$ cat config.mk
export PLATFORM = sky130hd
export DESIGN_NAME = fetch_sequencer_flat
export DESIGN_NICKNAME = d
export VERILOG_FILES = /design/src/rtl/fetch_sequencer_if.sv /design/src/rtl/fetch_sequencer.sv /design/src/flat_wrapper.sv
export SDC_FILE = /design/constraint.sdc
export NUM_CORES = 1
export LEC_CHECK = 0
export ABC_CLOCK_PERIOD_IN_PS = 6110
export CAP_MARGIN = 30
export CORE_AREA = 2 2 102 104
export CTS_CLUSTER_SIZE = 24
export DETAILED_ROUTE_END_ITERATION = 12
export DIE_AREA = 0 0 104 106
export PLACE_DENSITY = 0.69
export RECOVER_POWER = 100
export SYNTH_ARGS = -nofsm -noshare
export SYNTH_HDL_FRONTEND = slang
export SYNTH_SLANG_ARGS = --single-unit
$ cat constraint.sdc
create_clock -name clk -period 6.11 [get_ports clk]
set_input_delay 1.222 -clock clk [delete_from_list [all_inputs] [get_ports clk]]
set_output_delay 1.222 -clock clk [all_outputs]
set_load 0.01 [all_outputs]
$ cat src/rtl/fetch_sequencer_if.sv
// Fetch sequencer bus interface.
// Bundles the predictor/execute-side inputs and the fetch-side outputs of the
// fetch sequencer so they can travel as one port.
//   master : the environment (predictor, execute stage, pipeline control)
//            drives pre_pc, pred_jump, stall, ex_redirect, ex_target and
//            observes pc, fetch_valid, flush, halted, redirect_cnt, jump_cnt.
//   slave  : the fetch sequencer itself, with the opposite directions.
interface fetch_sequencer_if #(
    parameter int WIDTH_PC  = 32,
    parameter int WIDTH_CNT = 16
);
    logic [WIDTH_PC-1:0]  pre_pc;
    logic                 pred_jump;
    logic                 stall;
    logic                 ex_redirect;
    logic [WIDTH_PC-1:0]  ex_target;
    logic [WIDTH_PC-1:0]  pc;
    logic                 fetch_valid;
    logic                 flush;
    logic                 halted;
    logic [WIDTH_CNT-1:0] redirect_cnt;
    logic [WIDTH_CNT-1:0] jump_cnt;

    modport master (
        output pre_pc, pred_jump, stall, ex_redirect, ex_target,
        input  pc, fetch_valid, flush, halted, redirect_cnt, jump_cnt
    );

    modport slave (
        input  pre_pc, pred_jump, stall, ex_redirect, ex_target,
        output pc, fetch_valid, flush, halted, redirect_cnt, jump_cnt
    );
endinterface

$ cat src/rtl/fetch_sequencer.sv
// Fetch sequencer: produces the instruction fetch address each cycle.
// After reset it spends one BOOT cycle at RESET_PC, then in RUN follows the
// branch predictor (pre_pc), holds on stall, and jumps to the execute-stage
// target on a misprediction redirect, spending one FLUSH cycle per accepted
// redirect so IF/ID and ID/EX can be killed. A redirect to a misaligned
// target (low two bits non-zero) parks the sequencer in HALT until reset.
// Ports:
//   clk  - single clock, all state changes on the rising edge
//   rst  - synchronous active-high reset
//   bus  - fetch_sequencer_if.slave: pre_pc, pred_jump, stall, ex_redirect,
//          ex_target in; pc, fetch_valid, flush, halted, redirect_cnt,
//          jump_cnt out (all outputs come straight from flops)
module fetch_sequencer #(
    parameter int                  WIDTH_PC  = 32,
    parameter logic [WIDTH_PC-1:0] RESET_PC  = WIDTH_PC'(32'h0000_0000),
    parameter int                  WIDTH_CNT = 16
) (
    input  logic                clk,
    input  logic                rst,
    fetch_sequencer_if.slave    bus
);

    typedef enum logic [1:0] {
        BOOT  = 2'd0,
        RUN   = 2'd1,
        FLUSH = 2'd2,
        HALT  = 2'd3
    } state_t;

    state_t               state_reg;
    logic [WIDTH_PC-1:0]  pc_reg;
    logic [WIDTH_CNT-1:0] redirect_cnt_reg;
    logic [WIDTH_CNT-1:0] jump_cnt_reg;
    logic                 fetch_valid_reg;
    logic                 flush_reg;
    logic                 halted_reg;

    // Counters stick at all-ones instead of wrapping.
    function automatic logic [WIDTH_CNT-1:0] sat_inc(input logic [WIDTH_CNT-1:0] v);
        return (v == {WIDTH_CNT{1'b1}}) ? v : v + WIDTH_CNT'(1);
    endfunction

    // The per-state output flags are written together with the next state so
    // that fetch_valid/flush/halted always match state_reg without any
    // combinational decode on the output path.
    always_ff @(posedge clk) begin
        if (rst) begin
            state_reg        <= BOOT;
            pc_reg           <= RESET_PC;
            redirect_cnt_reg <= '0;
            jump_cnt_reg     <= '0;
            fetch_valid_reg  <= 1'b0;
            flush_reg        <= 1'b0;
            halted_reg       <= 1'b0;
        end else begin
            case (state_reg)
                BOOT: begin
                    state_reg       <= RUN;
                    fetch_valid_reg <= 1'b1;
                end

                // RUN and FLUSH share redirect handling: a redirect arriving
                // during FLUSH restarts the flush at the newer target.
                RUN, FLUSH: begin
                    if (bus.ex_redirect) begin
                        if (bus.ex_target[1:0] == 2'b00) begin
                            pc_reg           <= bus.ex_target;
                            redirect_cnt_reg <= sat_inc(redirect_cnt_reg);
                            state_reg        <= FLUSH;
                            fetch_valid_reg  <= 1'b0;
                            flush_reg        <= 1'b1;
                        end else begin
                            state_reg       <= HALT;
                            fetch_valid_reg <= 1'b0;
                            flush_reg       <= 1'b0;
                            halted_reg      <= 1'b1;
                        end
                    end else if (state_reg == FLUSH) begin
                        // pc already holds the redirect target; stall and
                        // the prediction are irrelevant here.
                        state_reg       <= RUN;
                        fetch_valid_reg <= 1'b1;
                        flush_reg       <= 1'b0;
                    end else if (!bus.stall) begin
                        pc_reg <= bus.pre_pc;
                        if (bus.pred_jump) begin
                            jump_cnt_reg <= sat_inc(jump_cnt_reg);
                        end
                    end
                end

                HALT: begin
                    // Absorbing: everything frozen until rst.
                end

                default: begin
                    state_reg       <= BOOT;
                    fetch_valid_reg <= 1'b0;
                    flush_reg       <= 1'b0;
                end
            endcase
        end
    end

    assign bus.pc           = pc_reg;
    assign bus.fetch_valid  = fetch_valid_reg;
    assign bus.flush        = flush_reg;
    assign bus.halted       = halted_reg;
    assign bus.redirect_cnt = redirect_cnt_reg;
    assign bus.jump_cnt     = jump_cnt_reg;

endmodule

$ cat src/flat_wrapper.sv
// flat-port wrapper written by rule: the top's interface ports become plain ports
module fetch_sequencer_flat 
#(
    parameter int                  WIDTH_PC  = 32,
    parameter logic [WIDTH_PC-1:0] RESET_PC  = WIDTH_PC'(32'h0000_0000),
    parameter int                  WIDTH_CNT = 16
)
  (clk, rst, bus_pre_pc, bus_pred_jump, bus_stall, bus_ex_redirect, bus_ex_target, bus_pc, bus_fetch_valid, bus_flush, bus_halted, bus_redirect_cnt, bus_jump_cnt);
  fetch_sequencer_if #(.WIDTH_PC(WIDTH_PC), .WIDTH_CNT(WIDTH_CNT)) bus_i ();
  input  logic clk;
  input  logic rst;
  input wire logic [$bits(bus_i.pre_pc)-1:0] bus_pre_pc;
  input wire logic [$bits(bus_i.pred_jump)-1:0] bus_pred_jump;
  input wire logic [$bits(bus_i.stall)-1:0] bus_stall;
  input wire logic [$bits(bus_i.ex_redirect)-1:0] bus_ex_redirect;
  input wire logic [$bits(bus_i.ex_target)-1:0] bus_ex_target;
  output wire logic [$bits(bus_i.pc)-1:0] bus_pc;
  output wire logic [$bits(bus_i.fetch_valid)-1:0] bus_fetch_valid;
  output wire logic [$bits(bus_i.flush)-1:0] bus_flush;
  output wire logic [$bits(bus_i.halted)-1:0] bus_halted;
  output wire logic [$bits(bus_i.redirect_cnt)-1:0] bus_redirect_cnt;
  output wire logic [$bits(bus_i.jump_cnt)-1:0] bus_jump_cnt;
  assign bus_i.pre_pc = bus_pre_pc;
  assign bus_i.pred_jump = bus_pred_jump;
  assign bus_i.stall = bus_stall;
  assign bus_i.ex_redirect = bus_ex_redirect;
  assign bus_i.ex_target = bus_ex_target;
  assign bus_pc = bus_i.pc;
  assign bus_fetch_valid = bus_i.fetch_valid;
  assign bus_flush = bus_i.flush;
  assign bus_halted = bus_i.halted;
  assign bus_redirect_cnt = bus_i.redirect_cnt;
  assign bus_jump_cnt = bus_i.jump_cnt;
  fetch_sequencer #(.WIDTH_PC(WIDTH_PC), .RESET_PC(RESET_PC), .WIDTH_CNT(WIDTH_CNT)) u_core (.clk(clk), .rst(rst), .bus(bus_i));
endmodule
==> results.cfg <==
[setup_path]
critPathArrivalTime_ns = 4.57
end_kind = flop
cp.required_ns = 6.36
crit_chain = dlygate4sd3_1 > or3b_2 > a21oi_1 > buf_4 > nor2_1 > a211oi_1
critical-path-max-stage-delay_ns = 1.40
critPathSlowestCell = a21oi_1
critPathMaxFanout = 36
worst-r2r-cell-count = 7
r2r_slack_ns = 2.73
rr_startpoint = u_core.state_reg[0]
r2r-end = u_core.bus.pc[6]
worstSetupPathType = in -> reg
cp-start-kind = input port

[placed_design]
place_inst = 622
place_congestion = 0.769
port_buffers = 135
hpwlAfterDp_microns = 6470

[hold_path]
hold_end = u_core.bus.halted
min_from = u_core.bus.halted
hold_path_depth = 2
hp-class = reg -> reg

[grt]
grt_overflow_total = 0
antenna_found_initial = 0
grt_max_degree = 75
grt_pass1_vias = 2977
grt_usage = 0.159
grt_pass1_wl_microns = 14400

[synthesis]
synth_area_per_cell_sq_um = 9.13
syn_nets = 441
syn_area_sq_mm = 0.00337
ys_ff_latch = 69
synth-seq-area-share = 0.410
ys.flop_type = dfxtp_1
synth_top_area_frac = 0.410
ys_types = 47
yosysWarnings = 0
async_flop_share = 0
syn_inst = 369
synthTopCellsByCount = 69 x dfxtp_1, 42 x nor2_1, 34 x mux2i_1
synth_edf_count = 0
synthTopCellsByArea = dfxtp_1 41%, mux2i_1 10%, a211oi_1 7.4%, nor2_1 4.7%, a21oi_1 4.0%
synth.most_common_cell = dfxtp_1
synth_top_area_cell = dfxtp_1

[clock_tree]
clk_latency_ns = 0.34
cts_sinks = 69
cts_setup_buffers = 0
cts_htree_levels = 3
cts_tree = done
clk_pin_slew_ns = 0.07
hold_buffers = 0
clockBufferDepth = 2
cts_made_buffers = 9
cts_resized = 0
root_buffer = clkbuf_8

[power]
vdd_ir_drop_max_uv = 91.9
powerDensity_mw_per_mm2 = 221
leakage_nw = 1.94

[route]
drt_first_pass_iters = 4
drt-wirelength-per-cell_microns = 14.0
drt_iter0_markers = 121
totalWireLength_microns = 8930
drtAntennaViolNets = 0
vias_per_cell = 5.19
drc = 0
via_count = 3309

[layout]
syn_to_final_growth_pct = 48.1
stdcell_count = 638
n_antenna_cell = 0
nets = 569
utilization = 0.499
largest_reg_flops = 32
drive_above_1_share = 0.0677

[sta]
setup_viol_count_final = 0
fmax_mhz = 231
period_needed_ns = 4.32
slew-limit-headroom = -0.246
worstMarginPinSlew_ns = 1.87
rsz0062_at_grt = no
hold_viol = 0
finalMaxSlewViolations = 30
setup-tns-final_ns = 0
period_share = 0.707
clock_skew_ns = 0.00722

[floorplanning]
start_util = 0.337
dieArea_sq_mm = 0.0110
fp.dieH_microns = 106
rows = 37
io_pins = 136
core_area_sq_mm = 0.0100
die_w_microns = 104

[status]
violations = max-capacitance violations, max-slew violations
status = complete, but fails checks

[flow_run]
maxCapViolations = 1
-- final cells by class --
type	instances	area, sq um
fill	983	5010
multi-input combinational	268	1810
sequential	69	1380
timing repair buffer	138	1360
tap	136	170
clock buffer	10	138
clock inverter	6	86.3
inverter	11	41.3
-- critical path: cells and delay by family --
kind	cells	cell delay, ns
AOI/OAI and AO/OA	2	1.62
buffers and inverters	2	1.15
and+or+nand+nor	2	0.56
-- power breakdown --
part / internal (W) / switching [W] / leakage [nW]
logic: 0.000106 / 0.0000868 / 1.27
registers: 0.000477 / 0.0000146 / 0.561
clock network: 0.000240 / 0.000178 / 0.112
total: 0.000823 / 0.000279 / 1.94
-- routing by layer --
| layer | vias up | global-route usage | part of all wire |
|---|---|---|---|
| li1 | 1652 | - | - |
| met1 | 1514 | 0.198 | 0.45 |
| met2 | 134 | 0.255 | 0.45 |
| met3 | 9 | 0.0527 | 0.090 |
| met4 | 0 | 0.0608 | 0.014 |
| met5 | - | 0 | 0 |
-- layout by cell type (no fill, tap or decap), types with 3 or more instances in the layout --
master,n
and3_1,3
inv_1,11
o21ai_0,9
dlygate4sd3_1,68
clkdlybuf4s50_1,65
nor2_1,42
nor4_1,4
o31ai_1,18
mux2i_1,34
nor3_1,4
nor2b_1,4
buf_4,3
clkbuf_8,10
nand2_1,14
a31oi_1,3
nand3_1,9
a21oi_1,28
or3_1,7
mux2_2,4
a211oi_1,33
nand4_1,8
or4_1,16
ha_1,3
dfxtp_1,69
-- worst max-delay path by stage --
| stage | start | end | slack [ns] |
|---|---|---|---|
| 4_1_cts | bus_ex_redirect | u_core.bus.pc[7] | 2.75 |
| 2_1_floorplan | bus_ex_redirect | u_core.bus.pc[10] | 3.59 |
| 3_3_place_gp | bus_ex_redirect | u_core.bus.pc[13] | 2.47 |
| 5_1_grt | bus_ex_target[1] | u_core.bus.pc[16] | 1.53 |
| 3_5_place_dp | bus_ex_redirect | u_core.bus.pc[14] | 2.37 |
| 6_report | bus_ex_target[1] | u_core.bus.pc[6] | 1.79 |
-- per-stage QoR --
step / total power [W] / setup slack, ns / hold slack [ns] / instance area, sq um
CTS: 0.00113 / 2.75 / 0.458 / 5020
finish: 0.00110 / 1.79 / 0.452 / 4990
global route: 0.00116 / 1.53 / 0.489 / 4990
floorplan: 0.000599 / 3.59 / 0.470 / 3370
detailed placement: 0.000710 / 2.37 / 0.446 / 4800
global placement: 0.000706 / 2.47 / 0.443 / 4800
-- kinds of logic after synthesis --
| family | share of synthesized area |
|---|---|
| adder cells (fa/ha/maj) | 0.0111 |
| AO/OA/AOI/OAI | 0.198 |
| AND/OR/NAND/NOR | 0.223 |
| flip-flops | 0.410 |
| multiplexers | 0.114 |
| buffers and inverters | 0.0438 |
No activity file was read; power rests on OpenSTA's default activity.
